## src/rtl/wb_skid_reg_pkg.sv

```systemverilog
// Shared definitions for the MEM->WB skid register: default widths and state encoding.
package wb_skid_reg_pkg;

  localparam int unsigned XlenDefault = 64;
  localparam int unsigned IlenDefault = 32;

  typedef enum logic [1:0] {
    StEmpty = 2'd0,
    StMain  = 2'd1,
    StFull  = 2'd2
  } state_e;

endpackage

```

## src/rtl/wb_skid_reg.sv

```systemverilog
// MEM->WB pipeline register with valid/ready handshake, flush, optional skid entry and
// a saturating back-pressure counter.
module wb_skid_reg
  import wb_skid_reg_pkg::*;
#(
  parameter int unsigned XLEN = XlenDefault,
  parameter int unsigned ILEN = IlenDefault,
  parameter int unsigned SKID = 1,
  parameter int unsigned CNTW = 16
) (
  input  logic            clk,
  input  logic            rst_n,
  input  logic            flush_i,
  input  logic            in_valid_i,
  output logic            in_ready_o,
  input  logic [XLEN-1:0] pc_i,
  input  logic [ILEN-1:0] instr_i,
  input  logic [XLEN-1:0] alures_i,
  input  logic [XLEN-1:0] lsres_i,
  output logic            out_valid_o,
  input  logic            out_ready_i,
  output logic [XLEN-1:0] pc_o,
  output logic [ILEN-1:0] instr_o,
  output logic [XLEN-1:0] alures_o,
  output logic [XLEN-1:0] lsres_o,
  output logic [CNTW-1:0] stall_cnt_o
);

  localparam int unsigned PayW = 3 * XLEN + ILEN;

  state_e          r_state;
  state_e          w_state_d;
  logic [PayW-1:0] r_main;
  logic [PayW-1:0] r_skid;
  logic [PayW-1:0] w_in_pay;
  logic [CNTW-1:0] r_stall_cnt;
  logic            w_in_fire;
  logic            w_out_fire;
  logic            w_load_in;
  logic            w_load_from_skid;
  logic            w_load_skid;

  assign w_in_pay    = {pc_i, instr_i, alures_i, lsres_i};
  assign out_valid_o = (r_state != StEmpty);
  assign w_in_fire   = in_valid_i & in_ready_o;
  assign w_out_fire  = out_valid_o & out_ready_i;

  assign {pc_o, instr_o, alures_o, lsres_o} = r_main;
  assign stall_cnt_o = r_stall_cnt;

  always_comb begin
    w_state_d        = r_state;
    w_load_in        = 1'b0;
    w_load_from_skid = 1'b0;
    w_load_skid      = 1'b0;
    unique case (r_state)
      StEmpty: begin
        if (w_in_fire) begin
          w_state_d = StMain;
          w_load_in = 1'b1;
        end
      end
      StMain: begin
        if (w_in_fire && w_out_fire) begin
          w_load_in = 1'b1;
        end else if (w_in_fire && (SKID != 0)) begin
          // Head is stalled: park the new entry in the skid slot.
          w_state_d   = StFull;
          w_load_skid = 1'b1;
        end else if (w_out_fire) begin
          w_state_d = StEmpty;
        end
      end
      StFull: begin
        if (w_out_fire) begin
          w_state_d        = StMain;
          w_load_from_skid = 1'b1;
        end
      end
      default: w_state_d = StEmpty;
    endcase
    // Flush drops every entry but leaves payload registers untouched.
    if (flush_i) begin
      w_state_d        = StEmpty;
      w_load_in        = 1'b0;
      w_load_from_skid = 1'b0;
      w_load_skid      = 1'b0;
    end
  end

  always_ff @(posedge clk) begin
    if (!rst_n) begin
      r_state     <= StEmpty;
      r_main      <= '0;
      r_skid      <= '0;
      r_stall_cnt <= '0;
    end else begin
      r_state <= w_state_d;
      if (w_load_in) begin
        r_main <= w_in_pay;
      end else if (w_load_from_skid) begin
        r_main <= r_skid;
      end
      if (w_load_skid) begin
        r_skid <= w_in_pay;
      end
      if (out_valid_o && !out_ready_i && (r_stall_cnt != '1)) begin
        r_stall_cnt <= r_stall_cnt + 1'b1;
      end
    end
  end

  if (SKID != 0) begin : g_skid
    logic r_in_ready;

    // Registered ready: accept whenever the next cycle leaves the skid slot free.
    always_ff @(posedge clk) begin
      if (!rst_n) begin
        r_in_ready <= 1'b1;
      end else begin
        r_in_ready <= (w_state_d != StFull);
      end
    end

    assign in_ready_o = r_in_ready;
  end else begin : g_no_skid
    assign in_ready_o = ~out_valid_o | out_ready_i;
  end

endmodule

```

## config.mk

```make
export PLATFORM = sky130hd
export DESIGN_NAME = wb_skid_reg
export DESIGN_NICKNAME = d
export VERILOG_FILES = /design/src/rtl/wb_skid_reg_pkg.sv /design/src/rtl/wb_skid_reg.sv
export SDC_FILE = /design/constraint.sdc
export NUM_CORES = 1
export LEC_CHECK = 0
export ABC_AREA = 1
export BUFFER_PORTS_ARGS = -buffer_cell sky130_fd_sc_hd__buf_4
export CAP_MARGIN = 20
export CORE_MARGIN = 2
export CORE_UTILIZATION = 50
export DETAILED_ROUTE_END_ITERATION = 8
export PLACE_DENSITY_LB_ADDON = 0.08
export SLEW_MARGIN = 5
export SYNTH_ARGS = -nofsm -noshare
export SYNTH_HDL_FRONTEND = slang
export SYNTH_SLANG_ARGS = --single-unit
```

## constraint.sdc

```tcl
create_clock -name clk -period 2.2 [get_ports clk]
set_clock_uncertainty 0.1 [all_clocks]
set_input_delay 0.11 -clock clk [delete_from_list [all_inputs] [get_ports clk]]
set_output_delay 0.11 -clock clk [all_outputs]
set_load 0.005 [all_outputs]
```

After elaboration in Yosys (flattened, before gate mapping)
Cells that the tools add are included.
{"block": "word_totals", "reg_bits": 467, "input_bits": 229, "output_inout_bits": 242, "wordCells": 38}
{"block": "classes", "add_sub_neg": 1, "eq_ne": 4, "n_mux": 19, "n_bitwise": 2, "n_reduce_logical": 7}
{"cell": "2-to-1 mux 224 bit", "n": 2}
{"cell": "adder 16 x 1 -> 16 bit (second input constant)", "n": 1}
{"cell": "!= test 16 bit (second input constant)", "n": 1}
{"cell": "2-to-1 mux 2 bit", "n": 6}
{"cell": "2-to-1 mux 1 bit", "n": 9}
{"cell": "one-hot mux 2 bit (3 select lines)", "n": 1}
{"cell": "nonzero test 2 bit", "n": 2}
{"cell": "logical AND 1 bit", "n": 3}
{"cell": "bitwise AND 1 bit", "n": 2}
{"cell": "equality test 2 x 1 -> 1 bit (second input constant)", "n": 1}
{"cell": "equality test 2 bit (second input constant)", "n": 1}
{"cell": "zero test 2 bit", "n": 1}
{"cell": "!= test 2 bit (second input constant)", "n": 1}
{"cell": "one-hot mux 1 bit (2 select lines)", "n": 1}
{"cell": "zero test 1 bit", "n": 1}

Depth between registers and ports, before layout
{"block": "depth", "depth_word": 8, "ltp_mapped": 9, "mapped_depth_nobuf": 9}

Worst setup path before layout
Ideal clock, no wire load.
{"block": "synth_path", "path_type": "reg-to-reg", "from": "reg r_stall_cnt[0], in the netlist stall_cnt_o[0]", "to": "reg r_stall_cnt[11], in the netlist stall_cnt_o[11]", "setup_ns": 0.070, "arrival_ns": 1.505, "required_time_ns": 2.030, "slack_ns": 0.524, "stages_incl_launch_ff": 8, "n_path_buf": 0, "period_less_slack_ns": 1.676, "path_cell_list": "dfxtp_1 -> ha_1 -> nand2_1 -> nor2_1 -> nand2_1 -> o21ai_1 -> nand2_1 -> a21oi_1"}
{"block": "synth_between", "elab_chain_cells": 2, "word_cells_on_any_way": 3}
{"element": "from (decl)", "line": "wb_skid_reg.sv:36", "rtl": "logic [CNTW-1:0] r_stall_cnt;"}
{"element": "from (signal assigned)", "line": "wb_skid_reg.sv:108", "rtl": "r_stall_cnt <= r_stall_cnt + 1'b1;"}
{"element": "parallel branches: the longest is 2 deep, another holds adder 16 x 1 -> 16 bit"}
Parallel ways; which one is timed is not known.
A chain may end at the register's enable or synchronous reset.

Final worst setup path
{"block": "layout_path", "from": "reg r_state[1]", "to": "reg r_main[132]"}
{"block": "layout_between", "elab_chain_cells": 7, "word_cells_on_any_way": 14}
{"element": "from (decl)", "line": "wb_skid_reg.sv:31", "rtl": "state_e r_state;"}
{"element": "from (signal assigned)", "line": "wb_skid_reg.sv:93", "rtl": "r_state <= StEmpty;"}
{"element": "from (signal assigned)", "line": "wb_skid_reg.sv:98", "rtl": "r_state <= w_state_d;"}
{"element": "nonzero test 2 bit", "line": "wb_skid_reg.sv:44", "rtl": "assign out_valid_o = (r_state != StEmpty);"}
{"element": "bitwise AND 1 bit", "line": "wb_skid_reg.sv:46", "rtl": "assign w_out_fire = out_valid_o & out_ready_i;"}
{"element": "logical AND 1 bit", "line": "wb_skid_reg.sv:64", "rtl": "if (w_in_fire && w_out_fire) begin"}
{"element": "2-to-1 mux 1 bit", "line": "wb_skid_reg.sv:64"}
{"element": "one-hot mux 1 bit (2 select lines)", "line": "wb_skid_reg.sv:56", "rtl": "unique case (r_state)"}
{"element": "2-to-1 mux 1 bit", "line": "wb_skid_reg.sv:83", "rtl": "if (flush_i) begin"}
{"element": "2-to-1 mux 224 bit or nonzero test 2 bit (tied branches)"}
{"element": "to (signal assigned)", "line": "wb_skid_reg.sv:100", "rtl": "r_main <= w_in_pay;"}
{"element": "to (signal assigned)", "line": "wb_skid_reg.sv:102", "rtl": "r_main <= r_skid;"}
{"element": "to (decl)", "line": "wb_skid_reg.sv:33", "rtl": "logic [PayW-1:0] r_main;"}
Parallel ways exist; a longest one is shown, timed or not.

==> impl_metrics.yaml <==
setup_path:
  critPathArrivalTime_ns: 2.47
  worstSetupStartpointType: "flop"
  path_class: "reg -> reg"
  worstReg2RegStart: "r_state[1]"
  regToRegSetupSlack_ns: 0.11
  crit_slowest_cell: "buf_16"
  required_ns: 2.58
  max_stage_delay_ns: 0.53
  cp_max_fo: 209
  r2r-end: "r_main[132]"
  cp_num_buf_inv: 1
  ff2ff_path_depth: 6
  cp_top_family: "buffers and inverters"
  timing.critical_path.cells: "nor2_2 > o21ai_2 > nand2_8 > buf_16 > nand3_1 > o211a_1"
  cp-end-kind: "flop"
pwr:
  ir_worst_vdd_mv: 0.647
  leakage_nw: 13.6
  power_density_nw_per_um2: 761
  total_power_mw: 20.5
route:
  num_vias: 19600
  drcViolationCount: 0
  wl_um: 62300
  firstDrtPassIters: 6
  drt_iter0_markers: 1600
  wl_per_cell_um: 17.7
  antenna_left: 0
  viasPerCell: 5.56
sta:
  rsz0062_at_grt: "no"
  worst_slew_pin_slew_ns: 0.913
  min_period_over_period: 0.949
  slew_viol_final: 0
  setup_viol: 0
  min_period_ns: 2.09
  timing.fmax_mhz: 479
  slew_headroom: 0.391
  tns_ns: 0
  hold_violations: 0
clock_tree:
  tritoncts: "yes"
  cts_buffers: 50
  root_buffer: "clkbuf_16"
  clk_pin_slew_worst_paths_ns: 0.06
  cts_max_level: 2
  postCtsSetupRepairBufs: 0
  insertion_delay_ns: 0.58
  clock_sinks: 467
  clock_path_buffers: 3
logic_synthesis:
  synth_edf_count: 0
  async_flop_share: 0
  synth_flop_cell: "dfxtp_1"
  synth.cell_area_um2: 19100
  synth.most_common_cell: "nor2_1"
  yosysTopAreaCellShare: 0.490
  avgSynthCellArea_um2: 7.93
  syn_nets: 2637
  synth_cell_types: 27
  synth_warnings: 0
  ys_seq_elements: 467
  synth_common_cells: "nor2_1, dfxtp_1, o21ai_0, nand2_1, nand3_1"
  synth_cells: 2407
  synthTopCellsByArea: "dfxtp_1, o21ai_0, o211a_1, nor2_1, nand3_1"
  ys_seq_area_frac: 0.490
  yosys.area.top_type: "dfxtp_1"
cells_and_area:
  fin_util: 0.716
  area_delta_synth_final_pct: 41.2
  fin_cells: 3519
  nFillCells: 2855
  final_nets: 3194
  drive_gt1_frac: 0.199
  final_cell_area_um2: 27000
floorplan:
  coreArea_um2: 37700
  floorplan.initialDensity: 0.507
  rows: 71
  io_pins: 471
  die_w_um: 199
  die_h_um: 199
  dieArea_um2: 39800
outcome:
  status: "completed"
hold_path:
  hp-start: "lsres_i[30]"
  holdPathEnd: "r_skid[30]"
  hold_path_depth: 4
  hold_path_class: "in -> reg"
run:
  drv_cap: 0
placement:
  place_inst: 3195
  gp_congestion: 0.820
  place_hpwl_um: 36100
  postPlaceCellArea_um2: 22900
  port_buffers: 470
grt:
  grt_use_total: 0.302
  antenna_found_initial: 3
  grt_max_degree: 210
  grt-ovfl-total: 0
  grt_pass1_wl_um: 96900
  grt_pass1_vias: 18400
-- registers in the layout (all words and copies together) (netlist names) --
signal       cells
r_main         224
r_skid         224
stall_cnt_o     16
r_state          2
in_ready_o       1
-- cell usage in the layout, fill, tap and decap left out, types with 5 or more instances in the layout --
master / n
nand3_1: 234
nand4_1: 5
clkbuf_16: 51
bufinv_16: 7
a21oi_1: 12
clkbuf_8: 14
dfxtp_1: 467
dlygate4sd3_1: 228
o21ai_0: 449
clkbuf_1: 6
buf_12: 20
o211a_1: 224
clkinv_2: 12
inv_1: 17
buf_4: 476
nand2_1: 277
nor2_1: 477
-- worst reg2reg max path: stages (launching register included) --
cell,delay (ns)
dfxtp_1,0.38
nor2_2,0.21
o21ai_2,0.14
nand2_8,0.11
buf_16,0.53
nand3_1,0.35
o211a_1,0.17
-- cell families (layout without fill, tap and decap cells) --
kind of cell / Yosys count / after routing / share of synthesized area
flip-flops: 467 / 467 / 0.490
buffers and inverters: 241 / 838 / 0.0517
adder cells (fa/ha/maj): 1 / 1 / 0.000655
XOR/XNOR: 6 / 6 / 0.00275
other: 0 / 4 / 0
AND/OR/NAND/NOR: 1004 / 1004 / 0.216
AO/OA/AOI/OAI: 688 / 688 / 0.239
-- layer usage --
layer	track usage	part of all wire	vias up
li1	-	-	9358
met1	0.390	0.41	9239
met2	0.492	0.47	817
met3	0.0591	0.075	164
met4	0.135	0.043	0
met5	0	0	-
-- final cells by class --
cell class	instances	area (µm²)	area share
antenna	4	10.0	0.000371
clock buffer	71	1490	0.0553
clock inverter	21	290	0.0108
inverter	18	72.6	0.00269
multi-input combinational	1699	8780	0.326
sequential	467	9350	0.347
tap	511	639	0.0237
timing repair buffer	728	6320	0.235
-- worst max path at each step --
stage                   start              end  slack [ns]  cells after the start
6_report           r_state[1]      r_main[132]        0.11                      6
5_1_grt            r_state[1]      r_skid[181]       0.007                      7
4_1_cts            r_state[1]      r_main[169]        0.12                      6
3_5_place_dp       r_state[1]      r_main[169]        0.14                      6
3_3_place_gp       r_state[1]      r_main[170]        0.21                      6
2_1_floorplan  stall_cnt_o[0]  stall_cnt_o[11]        0.52                      7
-- power by group --
group          switching (mW)  internal, mW
Clock                    3.45          5.53
Sequential              0.239          8.85
Combinational            1.14          1.31
-- stage by stage --
step / hold WS (ns) / setup WS, ns
5_1_grt: 0.203 / 0.00694
2_1_floorplan: 0.145 / 0.524
4_1_cts: 0.169 / 0.121
6_report: 0.201 / 0.112
3_3_place_gp: 0.241 / 0.209
3_5_place_dp: 0.250 / 0.137
-- timing repair --
action / 4_1_cts / 5_1_grt
hold buffers: 228 / 0
hold endpoints to repair: 455 / 0
setup endpoints to repair: 0 / 69
resized for setup: 0 / 3
No activity file was read; power rests on OpenSTA's default activity.
